--- src/rtl/iq_pkg.sv ---
// Shared types for the issue queue: per-entry state and the tag storage type.
package iq_pkg;

  typedef enum logic [1:0] {
    ENT_FREE  = 2'd0,
    ENT_WAIT  = 2'd1,
    ENT_READY = 2'd2
  } ent_state_e;

  // Tags are stored zero-extended to this width so the type can live here
  // independent of the TagWidth parameter; unused upper bits hold constant 0.
  localparam int unsigned IQ_TAG_W_MAX = 16;

  typedef logic [IQ_TAG_W_MAX-1:0] iq_tag_t;

endpackage

--- src/rtl/iq_free_picker.sv ---
// Picks the k-th lowest-index free entry for each enqueue lane and counts
// how many entries are free.
module iq_free_picker #(
  parameter int unsigned EntryCount = 8,
  parameter int unsigned EnqWidth   = 2,
  parameter int unsigned CntW       = $clog2(EntryCount + 1)
) (
  input  logic [EntryCount-1:0]               i_free_mask,
  output logic [EnqWidth-1:0][EntryCount-1:0] o_pick_mask,
  output logic [CntW-1:0]                     o_free_cnt
);

  // Peel off the lowest set bit once per lane so lane k lands on the k-th free entry.
  always_comb begin : pick
    logic [EntryCount-1:0] remain;
    remain = i_free_mask;
    for (int k = 0; k < int'(EnqWidth); k++) begin
      o_pick_mask[k] = remain & (-remain);
      remain         = remain & ~o_pick_mask[k];
    end
  end

  // Population count of free entries.
  always_comb begin
    o_free_cnt = '0;
    for (int e = 0; e < int'(EntryCount); e++) begin
      o_free_cnt = o_free_cnt + CntW'(i_free_mask[e]);
    end
  end

endmodule

--- src/rtl/issue_queue_ctrl.sv ---
// Issue queue control: allocates entries for enqueue lanes, tracks operand
// wakeup per entry, forwards age-selector picks to issue ports and frees
// entries on accepted issues.
module issue_queue_ctrl
  import iq_pkg::*;
#(
  parameter int unsigned EntryCount = 8,
  parameter int unsigned EnqWidth   = 2,
  parameter int unsigned SelWidth   = 2,
  parameter int unsigned TagWidth   = 6,
  localparam int unsigned CntW      = $clog2(EntryCount + 1)
) (
  input  logic                                clk,
  input  logic                                rstn,
  input  logic                                flush_i,
  input  logic [EnqWidth-1:0]                 enq_vld_i,
  output logic [EnqWidth-1:0]                 enq_rdy_o,
  input  logic [EnqWidth-1:0]                 enq_src_rdy_i,
  input  logic [EnqWidth-1:0][TagWidth-1:0]   enq_src_tag_i,
  input  logic                                wakeup_vld_i,
  input  logic [TagWidth-1:0]                 wakeup_tag_i,
  output logic [SelWidth-1:0]                 issue_vld_o,
  output logic [SelWidth-1:0][EntryCount-1:0] issue_mask_o,
  input  logic [SelWidth-1:0]                 issue_rdy_i,
  output logic [EnqWidth-1:0]                 sel_enq_fire_o,
  output logic [EnqWidth-1:0][EntryCount-1:0] sel_enq_mask_o,
  output logic                                sel_deq_fire_o,
  output logic [EntryCount-1:0]               sel_deq_mask_o,
  output logic [EntryCount-1:0]               sel_sel_mask_o,
  output logic [EntryCount-1:0]               sel_entry_vld_o,
  input  logic [SelWidth-1:0][EntryCount-1:0] sel_result_mask_i,
  output logic [CntW-1:0]                     count_o
);

  ent_state_e r_state [EntryCount];
  iq_tag_t    r_tag   [EntryCount];
  logic [CntW-1:0] r_count;

  logic [EntryCount-1:0]               w_free_mask;
  logic [EnqWidth-1:0][EntryCount-1:0] w_pick;
  logic [CntW-1:0]                     w_free_cnt;
  logic [EnqWidth-1:0]                 w_enq_fire;
  logic [EnqWidth-1:0]                 w_lane_ready;
  logic [EntryCount-1:0]               w_alloc;
  logic [EntryCount-1:0]               w_alloc_ready;
  iq_tag_t                             w_alloc_tag [EntryCount];
  logic [EntryCount-1:0]               w_wk_hit;
  logic [SelWidth-1:0]                 w_iss_fire;
  logic                                w_ctrl_en;
  logic [CntW-1:0]                     w_enq_cnt;
  logic [CntW-1:0]                     w_deq_cnt;
  iq_tag_t                             w_wk_tag;

  assign w_ctrl_en = rstn & ~flush_i;
  assign w_wk_tag  = iq_tag_t'(wakeup_tag_i);

  // Entry status views for the picker and the age selector.
  always_comb begin
    for (int e = 0; e < int'(EntryCount); e++) begin
      w_free_mask[e]     = (r_state[e] == ENT_FREE);
      sel_sel_mask_o[e]  = (r_state[e] == ENT_READY);
      sel_entry_vld_o[e] = (r_state[e] != ENT_FREE);
      w_wk_hit[e]        = wakeup_vld_i & (r_state[e] == ENT_WAIT) & (r_tag[e] == w_wk_tag);
    end
  end

  iq_free_picker #(
    .EntryCount (EntryCount),
    .EnqWidth   (EnqWidth),
    .CntW       (CntW)
  ) u_free_picker (
    .i_free_mask (w_free_mask),
    .o_pick_mask (w_pick),
    .o_free_cnt  (w_free_cnt)
  );

  // Enqueue handshake and per-entry allocation targets.
  always_comb begin
    w_enq_cnt = '0;
    w_alloc   = '0;
    w_alloc_ready = '0;
    for (int e = 0; e < int'(EntryCount); e++) begin
      w_alloc_tag[e] = '0;
    end
    for (int k = 0; k < int'(EnqWidth); k++) begin
      enq_rdy_o[k]      = w_ctrl_en & (w_free_cnt > CntW'(k));
      w_enq_fire[k]     = enq_vld_i[k] & enq_rdy_o[k];
      sel_enq_mask_o[k] = w_enq_fire[k] ? w_pick[k] : '0;
      w_lane_ready[k]   = enq_src_rdy_i[k] |
                          (wakeup_vld_i & (wakeup_tag_i == enq_src_tag_i[k]));
      w_enq_cnt         = w_enq_cnt + CntW'(w_enq_fire[k]);
      for (int e = 0; e < int'(EntryCount); e++) begin
        if (sel_enq_mask_o[k][e]) begin
          w_alloc[e]       = 1'b1;
          w_alloc_ready[e] = w_lane_ready[k];
          w_alloc_tag[e]   = iq_tag_t'(enq_src_tag_i[k]);
        end
      end
    end
    sel_enq_fire_o = w_enq_fire;
  end

  // Issue ports follow the selector picks; accepted picks form the dequeue mask.
  always_comb begin
    sel_deq_mask_o = '0;
    for (int p = 0; p < int'(SelWidth); p++) begin
      issue_mask_o[p] = w_ctrl_en ? sel_result_mask_i[p] : '0;
      issue_vld_o[p]  = |issue_mask_o[p];
      w_iss_fire[p]   = issue_vld_o[p] & issue_rdy_i[p];
      if (w_iss_fire[p]) begin
        sel_deq_mask_o = sel_deq_mask_o | issue_mask_o[p];
      end
    end
    sel_deq_fire_o = |sel_deq_mask_o;
  end

  // Only occupied entries decrement the count, so a stray pick cannot wrap it.
  always_comb begin
    w_deq_cnt = '0;
    for (int e = 0; e < int'(EntryCount); e++) begin
      w_deq_cnt = w_deq_cnt + CntW'(sel_deq_mask_o[e] & sel_entry_vld_o[e]);
    end
  end

  // Entry state, tag and occupancy update.
  always_ff @(posedge clk) begin
    if (!rstn) begin
      r_count <= '0;
      for (int e = 0; e < int'(EntryCount); e++) begin
        r_state[e] <= ENT_FREE;
        r_tag[e]   <= '0;
      end
    end else if (flush_i) begin
      r_count <= '0;
      for (int e = 0; e < int'(EntryCount); e++) begin
        r_state[e] <= ENT_FREE;
      end
    end else begin
      r_count <= r_count + w_enq_cnt - w_deq_cnt;
      for (int e = 0; e < int'(EntryCount); e++) begin
        if (sel_deq_mask_o[e]) begin
          r_state[e] <= ENT_FREE;
        end else if (w_alloc[e]) begin
          r_state[e] <= w_alloc_ready[e] ? ENT_READY : ENT_WAIT;
          r_tag[e]   <= w_alloc_tag[e];
        end else if (w_wk_hit[e]) begin
          r_state[e] <= ENT_READY;
        end
      end
    end
  end

  assign count_o = r_count;

endmodule
--- config.mk ---
export PLATFORM = sky130hd
export DESIGN_NAME = issue_queue_ctrl
export DESIGN_NICKNAME = d
export VERILOG_FILES = /design/src/rtl/iq_pkg.sv /design/src/rtl/iq_free_picker.sv /design/src/rtl/issue_queue_ctrl.sv
export SDC_FILE = /design/constraint.sdc
export NUM_CORES = 1
export LEC_CHECK = 0
export BUFFER_PORTS_ARGS = -buffer_cell sky130_fd_sc_hd__buf_2
export CAP_MARGIN = 20
export CORE_MARGIN = 1.5
export CORE_UTILIZATION = 35
export DETAILED_ROUTE_END_ITERATION = 10
export GPL_TIMING_DRIVEN = 0
export SLEW_MARGIN = 20
export SYNTH_ARGS = -nofsm -noshare
export SYNTH_HDL_FRONTEND = slang
export SYNTH_HIERARCHICAL = 1
export SYNTH_SLANG_ARGS = --single-unit
--- constraint.sdc ---
create_clock -name clk -period 7.55 [get_ports clk]
set_input_delay 1.51 -clock clk [delete_from_list [all_inputs] [get_ports clk]]
set_output_delay 1.51 -clock clk [all_outputs]
set_load 0.1 [all_outputs]
==> results.sh <==
export IMPL_status="finished, final reports clean"
export IMPL_die_w_um=127
export IMPL_syn_area_um2=5410
export IMPL_coreArea_um2=15100
export IMPL_port_buffers=89
export IMPL_synth_warnings=6
export IMPL_tightest_slew_ns=0.914
export IMPL_synth_top_family_by_area="simple AND/OR/NAND/NOR gates"
export IMPL_post_synth_top_area_cell="edfxtp_1"
export IMPL_globalRouteMet3Util_pct=5.49
export IMPL_grt_pass1_vias=4654
export IMPL_slew_headroom_pct=38.4
export IMPL_die_h_um=127
export IMPL_synth_xor_area_share_pct=10.5
export IMPL_synthSimpleGateAreaFrac_pct=27.0
export IMPL_synth_edf_count=64
export IMPL_crit_type="reg2reg"
export IMPL_io_pins=111
export IMPL_clk_pin_slew_ns=0.05
export IMPL_timing_final_crit_share_pct=84.2
export IMPL_start_kind="flip-flop"
export IMPL_rows=45
export IMPL_syn_avg_cell_area_um2=9.03
export IMPL_grt_busiest_layer="met2"
export IMPL_rsz0062_at_grt="false"
export IMPL_drtAntennaViolNets=0
export IMPL_setup_ws_ns=1.20
export IMPL_fmax_ghz=0.157
export IMPL_synth_fa_ha_area_share_pct=6.78
export IMPL_diodes=0
export IMPL_met2_usage_pct=37.1
export IMPL_gr_usage_all_layers_pct=22.4
export IMPL_fin_crit_ns=6.35
export IMPL_dieArea_um2=16200
export IMPL_synth_area_top_cells="edfxtp_1 36%, xnor2_1 5.8%, xor2_1 4.7%, nand3_1 4.3%, fa_1 4.1%"
export IMPL_remaining_drc_errors=0
export IMPL_tns_ns=0
export IMPL_ctsHoldBuffers=0
export IMPL_final_util_pct=42.1
export IMPL_power_leakage_nw=2.58
export IMPL_reg2reg_from="r_state[0][6]$_SDFFCE_PP0P_"
export IMPL_cts_made_buffers=9
export IMPL_synth_nets=664
export IMPL_yosys_area_top_type_share_pct=35.5
export IMPL_ir_drop_mv=0.104
export IMPL_synth_compound_area_share_pct=11.3
export IMPL_clk_path_buf_depth=2
export IMPL_cts_setup_buffers=0
export IMPL_synthFlopType="edfxtp_1"
export IMPL_yosysSeqAreaShare_pct=37.0
export IMPL_htree_levels=3
export IMPL_cts_resized=0
export IMPL_wl_per_cell_um=19.9
export IMPL_synth_async_reset_ratio_pct=0
export IMPL_cts_sinks=68
export IMPL_antenna_found_initial=0
export IMPL_synth_mux_area_share_pct=0.208
export IMPL_startpoint="r_state[0][6]$_SDFFCE_PP0P_"
export IMPL_cp_arrival_ns=6.57
export IMPL_slew_violations=0
export IMPL_min_delay_start="count_o[0]$_SDFF_PP0_"
export IMPL_insertion_delay_ns=0.35
export IMPL_synth_most_common_cell="edfxtp_1"
export IMPL_layout_drive_gt1_share_pct=22.3
export IMPL_cp_max_fo=9
export IMPL_yosys_top_cells_count="64 x edfxtp_1, 58 x nand2_1, 46 x nand3_1"
export IMPL_use_met1_pct=27.7
export IMPL_num_nets_final=764
export IMPL_grt_max_degree=12
export IMPL_setup_violations=0
export IMPL_vias_per_cell=5.55
export IMPL_area_delta_synth_final_pct=17.8
export IMPL_cts_root_buf="clkbuf_16"
export IMPL_hold_viol=0
export IMPL_overflow=0
export IMPL_ys_ff_latch=68
export IMPL_dpl_worst_slack_ns=1.19
export IMPL_nFillCells=1523
export IMPL_wl_mm=17.8
export IMPL_end_kind="flip-flop"
export IMPL_initial_core_util_pct=35.7
export IMPL_dp_hpwl_mm=12.8
export IMPL_firstDrtPassIters=5
export IMPL_min_path_type="reg2reg"
export IMPL_grt_first_pass_wirelength_mm=26.8
export IMPL_routabilityCongestion=0.919
export IMPL_first_iter_violations=530
export IMPL_drv_max_cap_violation_count=0
export IMPL_skew_ns=0.00784
export IMPL_cts_tree="done"
export IMPL_critPathRequiredTime_ns=7.77
export IMPL_p_total_mw=1.59
export IMPL_routed_via_count=4947
export IMPL_power_density_nw_per_um2=250
export IMPL_hold_ws_ns=0.586
export IMPL_synthCells=599
export IMPL_ys_types=62
==> cells in the final DEF (no fill, tap or decap), drive strengths merged, types with 6 or more instances in the layout <==
| cell | count |
|---|---|
| inv | 29 |
| a22o | 6 |
| ha | 10 |
| nor2 | 35 |
| nand4 | 13 |
| xor2 | 29 |
| o21ai | 11 |
| nand2 | 62 |
| or3 | 6 |
| clkbuf | 37 |
| clkinv | 7 |
| nor4 | 14 |
| nor2b | 17 |
| xnor2 | 36 |
| a21oi | 45 |
| edfxtp | 64 |
| a22oi | 17 |
| and2 | 32 |
| or2 | 7 |
| nor3 | 14 |
| fa | 11 |
| buf | 108 |
| nand3 | 47 |
==> where the power goes <==
part / leakage [nW] / internal (mW) / switching [mW] / total (mW)
combinational: 1.73 / 0.192 / 0.515 / 0.707
sequential: 0.714 / 0.455 / 0.0177 / 0.473
clock: 0.130 / 0.250 / 0.160 / 0.410
total: 2.58 / 0.897 / 0.693 / 1.59
==> worst max-delay path, cell delays in order, from the launching register on <==
cell	delay [ns]
edfxtp_1	0.41
or2_2	0.35
inv_1	0.27
fa_1	0.44
inv_1	0.09
fa_1	0.42
inv_1	0.06
ha_1	0.15
inv_1	0.06
fa_1	0.48
inv_1	0.06
or4_4	0.54
and3_1	0.19
buf_6	0.14
fa_1	0.41
inv_1	0.07
fa_1	0.40
inv_1	0.08
fa_1	0.16
inv_1	0.05
fa_1	0.49
inv_1	0.05
ha_1	0.29
ha_1	0.21
xnor2_1	0.17
xnor2_1	0.14
nor2_1	0.05
==> state kept, by name, summed over array words and instances, names as in the netlist <==
signal	cells
count_o	4
r_state	16
r_tag	48
==> final timing paths <==
path	to	slack, ns	cells after the start
max	count_o[3]$_SDFF_PP0_	1.20	26
min	count_o[0]$_SDFF_PP0_	0.59	2
max reg2reg	count_o[3]$_SDFF_PP0_	1.20	26
min reg2reg	count_o[0]$_SDFF_PP0_	0.59	2
==> area by class of cell <==
| cell class | count | area, um2 | share of cell area, % |
|---|---|---|---|
| Inverter | 33 | 124 | 1.94 |
| Clock buffer | 9 | 225 | 3.54 |
| Clock inverter | 6 | 56.3 | 0.884 |
| Sequential cell | 68 | 2000 | 31.4 |
| Multi-Input combinational cell | 451 | 3030 | 47.5 |
| Timing Repair Buffer | 89 | 445 | 6.99 |
| Buffer | 47 | 256 | 4.03 |
| Tap cell | 188 | 235 | 3.69 |
==> per-stage QoR <==
stage | instances | cell area [um2]
floorplan | 599 | 5410
global placement | 876 | 6090
detailed placement | 876 | 6090
CTS | 891 | 6370
global route | 891 | 6370
finish | 891 | 6370
==> cells by family (layout without fill, tap and decap cells) <==
group                      after synthesis  count (layout)
and+or+nand+nor                        269             269
AOI/OAI and AO/OA                       92              92
buffers and inverters                   80             184
DFF                                     68              68
xor gates and xnor gates                65              65
adders and majority gates               23              23
other                                    1               1
muxes                                    1               1
==> routing by layer <==
metal / part of all wire (%) / up-vias / wire, um
met5: 0 / - / 0
met4: 2.5 / 0 / 448
met3: 9.0 / 32 / 1600
met2: 48 / 226 / 8550
met1: 40 / 2397 / 7160
li1: - / 2292 / -
(Power assumes the default switching activity.)
